==> src/rtl/cic_interp_if.sv <==
// Ready/valid sample bus for cic_interp: input stream in, interpolated stream out.
// The DUT takes the slave modport; the stream source/sink side takes master.
interface cic_interp_if #(
   parameter int WIDTH = 8
);
   logic signed [WIDTH-1:0] i_in_data;
   logic                    i_in_valid;
   logic                    o_in_ready;
   logic signed [WIDTH-1:0] o_out_data;
   logic                    o_out_valid;
   logic                    i_out_ready;

   modport slave (
      input  i_in_data, i_in_valid, i_out_ready,
      output o_in_ready, o_out_data, o_out_valid
   );

   modport master (
      output i_in_data, i_in_valid, i_out_ready,
      input  o_in_ready, o_out_data, o_out_valid
   );
endinterface

==> src/rtl/cic_interp.sv <==
// Signed CIC interpolator: N combs, zero-stuff upsample by RATE, N integrators, scale + saturate.
// Define CIC_INTERP_ROUND_EN for round-half-up scaling; otherwise the scaler truncates (floor).
module cic_interp #(
   parameter int WIDTH      = 8,
   parameter int NUM_STAGES = 3,
   parameter int RATE       = 4
) (
   input  logic        i_clock,
   input  logic        i_reset,
   cic_interp_if.slave bus
);
   localparam int LOG2R = $clog2(RATE);
   localparam int ACC_W = WIDTH + NUM_STAGES * LOG2R;
   localparam int SHIFT = (NUM_STAGES - 1) * LOG2R;
   localparam logic [LOG2R-1:0] LAST_PHASE = LOG2R'(RATE - 1);
   localparam logic signed [ACC_W-1:0] SAT_MAX = ACC_W'((64'sd1 <<< (WIDTH - 1)) - 64'sd1);
   localparam logic signed [ACC_W-1:0] SAT_MIN = ~SAT_MAX;
`ifdef CIC_INTERP_ROUND_EN
   localparam logic signed [ACC_W-1:0] ROUND_K = ACC_W'((64'd1 << SHIFT) >> 1);
`else
   localparam logic signed [ACC_W-1:0] ROUND_K = '0;
`endif

   logic signed [ACC_W-1:0] comb_q  [NUM_STAGES];
   logic signed [ACC_W-1:0] comb_d  [NUM_STAGES];
   logic signed [ACC_W-1:0] integ_q [NUM_STAGES];
   logic signed [ACC_W-1:0] integ_d [NUM_STAGES];
   logic [LOG2R-1:0]        phase_q, phase_d;
   logic                    out_valid_q, out_valid_d;
   logic signed [WIDTH-1:0] out_data_q, out_data_d;
   logic                    slot_free, phase_zero, fire;
   logic signed [ACC_W-1:0] stage_val, integ_sum, scaled;
   logic signed [WIDTH-1:0] sat_val;

   // A stalled output freezes every register, including the comb delays and phase.
   assign slot_free       = !out_valid_q || bus.i_out_ready;
   assign phase_zero      = (phase_q == '0);
   assign fire            = slot_free && (!phase_zero || bus.i_in_valid);
   assign bus.o_in_ready  = slot_free && phase_zero;
   assign bus.o_out_valid = out_valid_q;
   assign bus.o_out_data  = out_data_q;

   always_comb begin
      stage_val = {{(ACC_W - WIDTH){bus.i_in_data[WIDTH-1]}}, bus.i_in_data};
      for (int k = 0; k < NUM_STAGES; k++) begin
         comb_d[k] = (fire && phase_zero) ? stage_val : comb_q[k];
         stage_val = stage_val - comb_q[k];
      end
      if (!phase_zero) stage_val = '0;
      for (int k = 0; k < NUM_STAGES; k++) begin
         stage_val  = integ_q[k] + stage_val;
         integ_d[k] = fire ? stage_val : integ_q[k];
      end
      integ_sum = stage_val;
   end

   // Integrator headroom covers the rounding constant, so only the WIDTH clamp is needed.
   always_comb begin
      scaled = (integ_sum + ROUND_K) >>> SHIFT;
      if (scaled > SAT_MAX) begin
         sat_val = SAT_MAX[WIDTH-1:0];
      end else if (scaled < SAT_MIN) begin
         sat_val = SAT_MIN[WIDTH-1:0];
      end else begin
         sat_val = scaled[WIDTH-1:0];
      end
   end

   always_comb begin
      phase_d     = phase_q;
      out_valid_d = out_valid_q;
      out_data_d  = out_data_q;
      if (fire) begin
         phase_d     = (phase_q == LAST_PHASE) ? '0 : phase_q + LOG2R'(1);
         out_valid_d = 1'b1;
         out_data_d  = sat_val;
      end else if (bus.i_out_ready) begin
         out_valid_d = 1'b0;
      end
   end

   always_ff @(posedge i_clock or posedge i_reset) begin
      if (i_reset) begin
         for (int k = 0; k < NUM_STAGES; k++) begin
            comb_q[k]  <= '0;
            integ_q[k] <= '0;
         end
         phase_q     <= '0;
         out_valid_q <= 1'b0;
         out_data_q  <= '0;
      end else begin
         comb_q      <= comb_d;
         integ_q     <= integ_d;
         phase_q     <= phase_d;
         out_valid_q <= out_valid_d;
         out_data_q  <= out_data_d;
      end
   end
endmodule
==> src/flat_wrapper.sv <==
// flat-port wrapper written by rule: the top's interface ports become plain ports
module cic_interp_flat 
#(
   parameter int WIDTH      = 8,
   parameter int NUM_STAGES = 3,
   parameter int RATE       = 4
)
  (i_clock, i_reset, bus_i_in_data, bus_i_in_valid, bus_i_out_ready, bus_o_in_ready, bus_o_out_data, bus_o_out_valid);
  cic_interp_if #(.WIDTH(WIDTH)) bus_i ();
  input  logic i_clock;
  input  logic i_reset;
  input wire logic [$bits(bus_i.i_in_data)-1:0] bus_i_in_data;
  input wire logic [$bits(bus_i.i_in_valid)-1:0] bus_i_in_valid;
  input wire logic [$bits(bus_i.i_out_ready)-1:0] bus_i_out_ready;
  output wire logic [$bits(bus_i.o_in_ready)-1:0] bus_o_in_ready;
  output wire logic [$bits(bus_i.o_out_data)-1:0] bus_o_out_data;
  output wire logic [$bits(bus_i.o_out_valid)-1:0] bus_o_out_valid;
  assign bus_i.i_in_data = bus_i_in_data;
  assign bus_i.i_in_valid = bus_i_in_valid;
  assign bus_i.i_out_ready = bus_i_out_ready;
  assign bus_o_in_ready = bus_i.o_in_ready;
  assign bus_o_out_data = bus_i.o_out_data;
  assign bus_o_out_valid = bus_i.o_out_valid;
  cic_interp #(.WIDTH(WIDTH), .NUM_STAGES(NUM_STAGES), .RATE(RATE)) u_core (.i_clock(i_clock), .i_reset(i_reset), .bus(bus_i));
endmodule
==> config.mk <==
export PLATFORM = sky130hd
export DESIGN_NAME = cic_interp_flat
export DESIGN_NICKNAME = d
export VERILOG_FILES = /design/src/rtl/cic_interp_if.sv /design/src/rtl/cic_interp.sv /design/src/flat_wrapper.sv
export SDC_FILE = /design/constraint.sdc
export NUM_CORES = 1
export LEC_CHECK = 0
export ABC_AREA = 1
export CAP_MARGIN = 0
export CORE_ASPECT_RATIO = 0.8
export CORE_MARGIN = 5
export CORE_UTILIZATION = 55
export CTS_BUF_LIST = sky130_fd_sc_hd__clkbuf_8
export DETAILED_ROUTE_END_ITERATION = 10
export GPL_ROUTABILITY_DRIVEN = 0
export HOLD_SLACK_MARGIN = 0.1
export PLACE_DENSITY = 0.8
export SETUP_SLACK_MARGIN = 0.02
export SYNTH_ARGS = -nofsm -noshare
export SYNTH_HDL_FRONTEND = slang
export SYNTH_SLANG_ARGS = --single-unit
==> constraint.sdc <==
create_clock -name i_clock -period 8.1 [get_ports i_clock]
set_clock_uncertainty 0.2 [all_clocks]
set_input_delay 1.215 -clock i_clock [delete_from_list [all_inputs] [get_ports i_clock]]
set_output_delay 1.215 -clock i_clock [all_outputs]
set_load 0.02 [all_outputs]
==> impl_metrics.csv <==
group,metric,value,unit
sta,finalHoldViolCount,0,
global_route,first_global_vias,5502,
route,wirelength,17080,um
clock_network,cts-buffers-inserted,9,
route,vias,6081,
cells_and_area,post-route-util,71.98,%
setup_path,rr_startpoint,"u_core.comb_q[28]$_DFFE_PP0P_",
floorplan,die_height,106.1,um
placed_design,io_buffers,21,
setup_path,path_max_fanout,7,
cells_and_area,diodes,0,
sta,worstMarginPinSlew,1.140,ns
sta,slew_viol_final,0,
placed_design,post-place-ws,-0.4718,ns
cells_and_area,design_area,8195,um^2
floorplan,core_region_area,11390,um^2
global_route,grt_pass1_wl,23960,um
min_path,worstHoldStart,"u_core.bus.o_out_data[7]$_DFFE_PP0P_",
global_route,grt-ovfl-total,0,
clock_network,clk_transition_reported_paths,0.09,ns
global_route,grt_max_degree,73,
placed_design,dp_hpwl,9822,um
floorplan,die-area,13800,um^2
logic_synthesis,syn_area,6345,um^2
global_route,antenna_found_initial,0,
setup_path,startpoint,"bus_i_in_data[0]",
logic_synthesis,syn_avg_cell_area,7.691,um^2
route,wl_per_cell,15.59,um
clock_network,htree_levels,3,
clock_network,clockBufferDepth,2,
logic_synthesis,syn-num-nets,915,
sta,min_period_over_period,99.70,%
sta,finalCriticalPeriod,8.076,ns
setup_path,worstPathRequired,8.16,ns
route,drt-pass1-iter-count,5,
floorplan,dieWidth,130.1,um
route,via_per_inst,5.553,
sta,hold_slack,0.2834,ns
cells_and_area,final_nets,1032,
global_route,grt_util_all_layers,21.03,%
outcome,outcome,"finished, final reports clean",
clock_network,cts_tree,"built",
sta,fmax,123.8,MHz
route,drtIter0Drc,516,
placed_design,placement.cell_area,7252,um^2
logic_synthesis,synth_seq_area_share,33.13,%
sta,setup_violations,0,
logic_synthesis,synth_cell_type_count,37,
cells_and_area,syn_to_final_growth,29.17,%
setup_path,cp-end-kind,"flip-flop",
setup_path,critPathKind,"in2reg",
route,ant_nets,0,
floorplan,start_util,55.73,%
logic_synthesis,yosys_warnings,0,
cells_and_area,drive_above_1_share,25.55,%
min_path,hold_path.class,"reg2reg",
floorplan,num_rows,35,
sta,relSlewSlack,23.50,%
sta,timing.final.ws_setup,0.02418,ns
logic_synthesis,ys_ff_latch,84,
setup_path,critPathMaxStageDelay,0.37,ns
route,drc_errors,0,
logic_synthesis,syn_inst,825,
setup_path,cp_slowest_cell,"fa_2",
setup_path,cp_common_cell,"nand2_1",
setup_path,cp-start-kind,"input pin",
flow_run,max-cap-violations,0,
clock_network,clock-sinks,84,
setup_path,arrival,8.14,ns
floorplan,io_pins,22,
clock_network,cts-root-buf,"clkbuf_8",
clock_network,clock_latency,0.39,ns
[layout make-up]
type	count	area (um^2)
inverter	117	442.9
multi-input combinational	607	4272
sequential	84	2102
tap	148	185.2
fill	771	3191
clock inverter	5	51.30
clock buffer	11	151.4
timing repair buffer	123	991.0
[synthesized netlist by cell type]
cell type | number | area [um^2]
ha_1 | 72 | 900.9
inv_2 | 2 | 7.510
a21oi_2 | 2 | 17.52
inv_1 | 113 | 424.2
nor3_1 | 7 | 35.03
nand3_1 | 20 | 100.1
clkbuf_1 | 14 | 52.55
a41oi_1 | 1 | 8.760
or2_2 | 2 | 12.51
nand3_4 | 1 | 17.52
nand2_1 | 224 | 840.8
a211oi_1 | 2 | 15.01
nor2_2 | 3 | 18.77
nand4_1 | 4 | 25.02
xnor2_1 | 12 | 105.1
o21ai_2 | 1 | 8.760
nand3b_4 | 1 | 20.02
nor2_1 | 34 | 127.6
buf_6 | 2 | 22.52
xor2_1 | 35 | 306.5
nand4_2 | 1 | 12.51
a21oi_1 | 58 | 290.3
nand3_2 | 10 | 100.1
o21ai_0 | 68 | 340.3
o31ai_1 | 3 | 22.52
buf_2 | 1 | 5.000
clkinv_1 | 2 | 7.510
dfrtp_1 | 84 | 2102
o21bai_1 | 10 | 75.07
nand2_2 | 5 | 31.28
a21boi_1 | 3 | 22.52
o21ai_1 | 7 | 35.03
fa_1 | 6 | 120.1
o211ai_1 | 4 | 30.03
a31oi_1 | 5 | 31.28
a21o_1 | 4 | 30.03
nand2_4 | 2 | 22.52
[state kept, by name (all words and copies together) (netlist names)]
register and cells:
u_core.bus.o_out_data 8, u_core.comb_q 31, u_core.phase_q 2, u_core.bus.o_out_valid 1, u_core.integ_q 42
[critical path, delay by kind of cell]
family,cells,cell delay [ns]
buf+inv,8,0.63
compound gates,11,1.72
xor+xnor,6,1.09
simple gates,14,1.21
fa+ha+maj,7,2.26
[logic make-up (layout without fill, tap and decap cells)]
kind of cell | Yosys count | count (layout) | synth area share [%]
buffers and inverters | 134 | 256 | 8.184
AOI/OAI and AO/OA | 168 | 168 | 14.61
xor gates and xnor gates | 47 | 47 | 6.488
and+or+nand+nor | 314 | 314 | 21.49
adders and majority gates | 78 | 78 | 16.09
DFF | 84 | 84 | 33.13
[final timing paths]
| kind | end | cells after the start | slack [ns] |
|---|---|---|---|
| max | u_core.bus.o_out_data[4]$_DFFE_PP0P_ | 46 | 0.02 |
| min | u_core.bus.o_out_data[7]$_DFFE_PP0P_ | 2 | 0.28 |
| max reg2reg | u_core.bus.o_out_data[4]$_DFFE_PP0P_ | 44 | 0.67 |
| min reg2reg | u_core.bus.o_out_data[7]$_DFFE_PP0P_ | 2 | 0.28 |
| max in group asynchronous | u_core.bus.o_out_data[4]$_DFFE_PP0P_ | 3 | 5.60 |
| min in group asynchronous | u_core.comb_q[10]$_DFFE_PP0P_ | 2 | 1.00 |
[per-stage QoR]
| step | TNS, ns | instances |
|---|---|---|
| after floorplan | 0 | 825 |
| after global placement | -2.656 | 1055 |
| after detailed placement | -4.181 | 1055 |
| after CTS | 0 | 1073 |
| after global routing | -2.579 | 1095 |
| final | 0 | 1095 |
[layout by cell type, fill, tap and decap left out, types with 5 or more instances in the layout]
cell type,instances
nor2_1,30
nand2_1,210
a21oi_2,19
clkbuf_8,11
o21ai_2,8
nor3_1,5
xnor2_1,6
clkdlybuf4s50_1,18
fa_1,5
xnor2_2,6
o21ai_1,6
o21bai_1,6
a21oi_1,39
ha_1,57
xor2_1,30
nand3_1,20
nand3_2,10
ha_4,12
dfrtp_1,84
inv_2,9
nand2_4,5
nand2_2,16
inv_1,105
buf_4,100
o21ai_0,61
[timing repair]
item | in CTS | in global routing
pin swaps | 9 | 86
hold buffers | 0 | 0
gates resized for setup | 12 | 106
buffers inserted | 2 | 22
endpoints found under the setup margin | 7 | 12
[routing by layer]
| layer | global-route usage, % | part of all wire [%] |
|---|---|---|
| met5 | 0 | 0 |
| met4 | 5.935 | 2.5 |
| met3 | 3.867 | 5.2 |
| met2 | 33.24 | 48 |
| met1 | 29.52 | 44 |
Power is not shown: default switching activity piles up to over one toggle a cycle in this logic, so the estimate is an artifact.
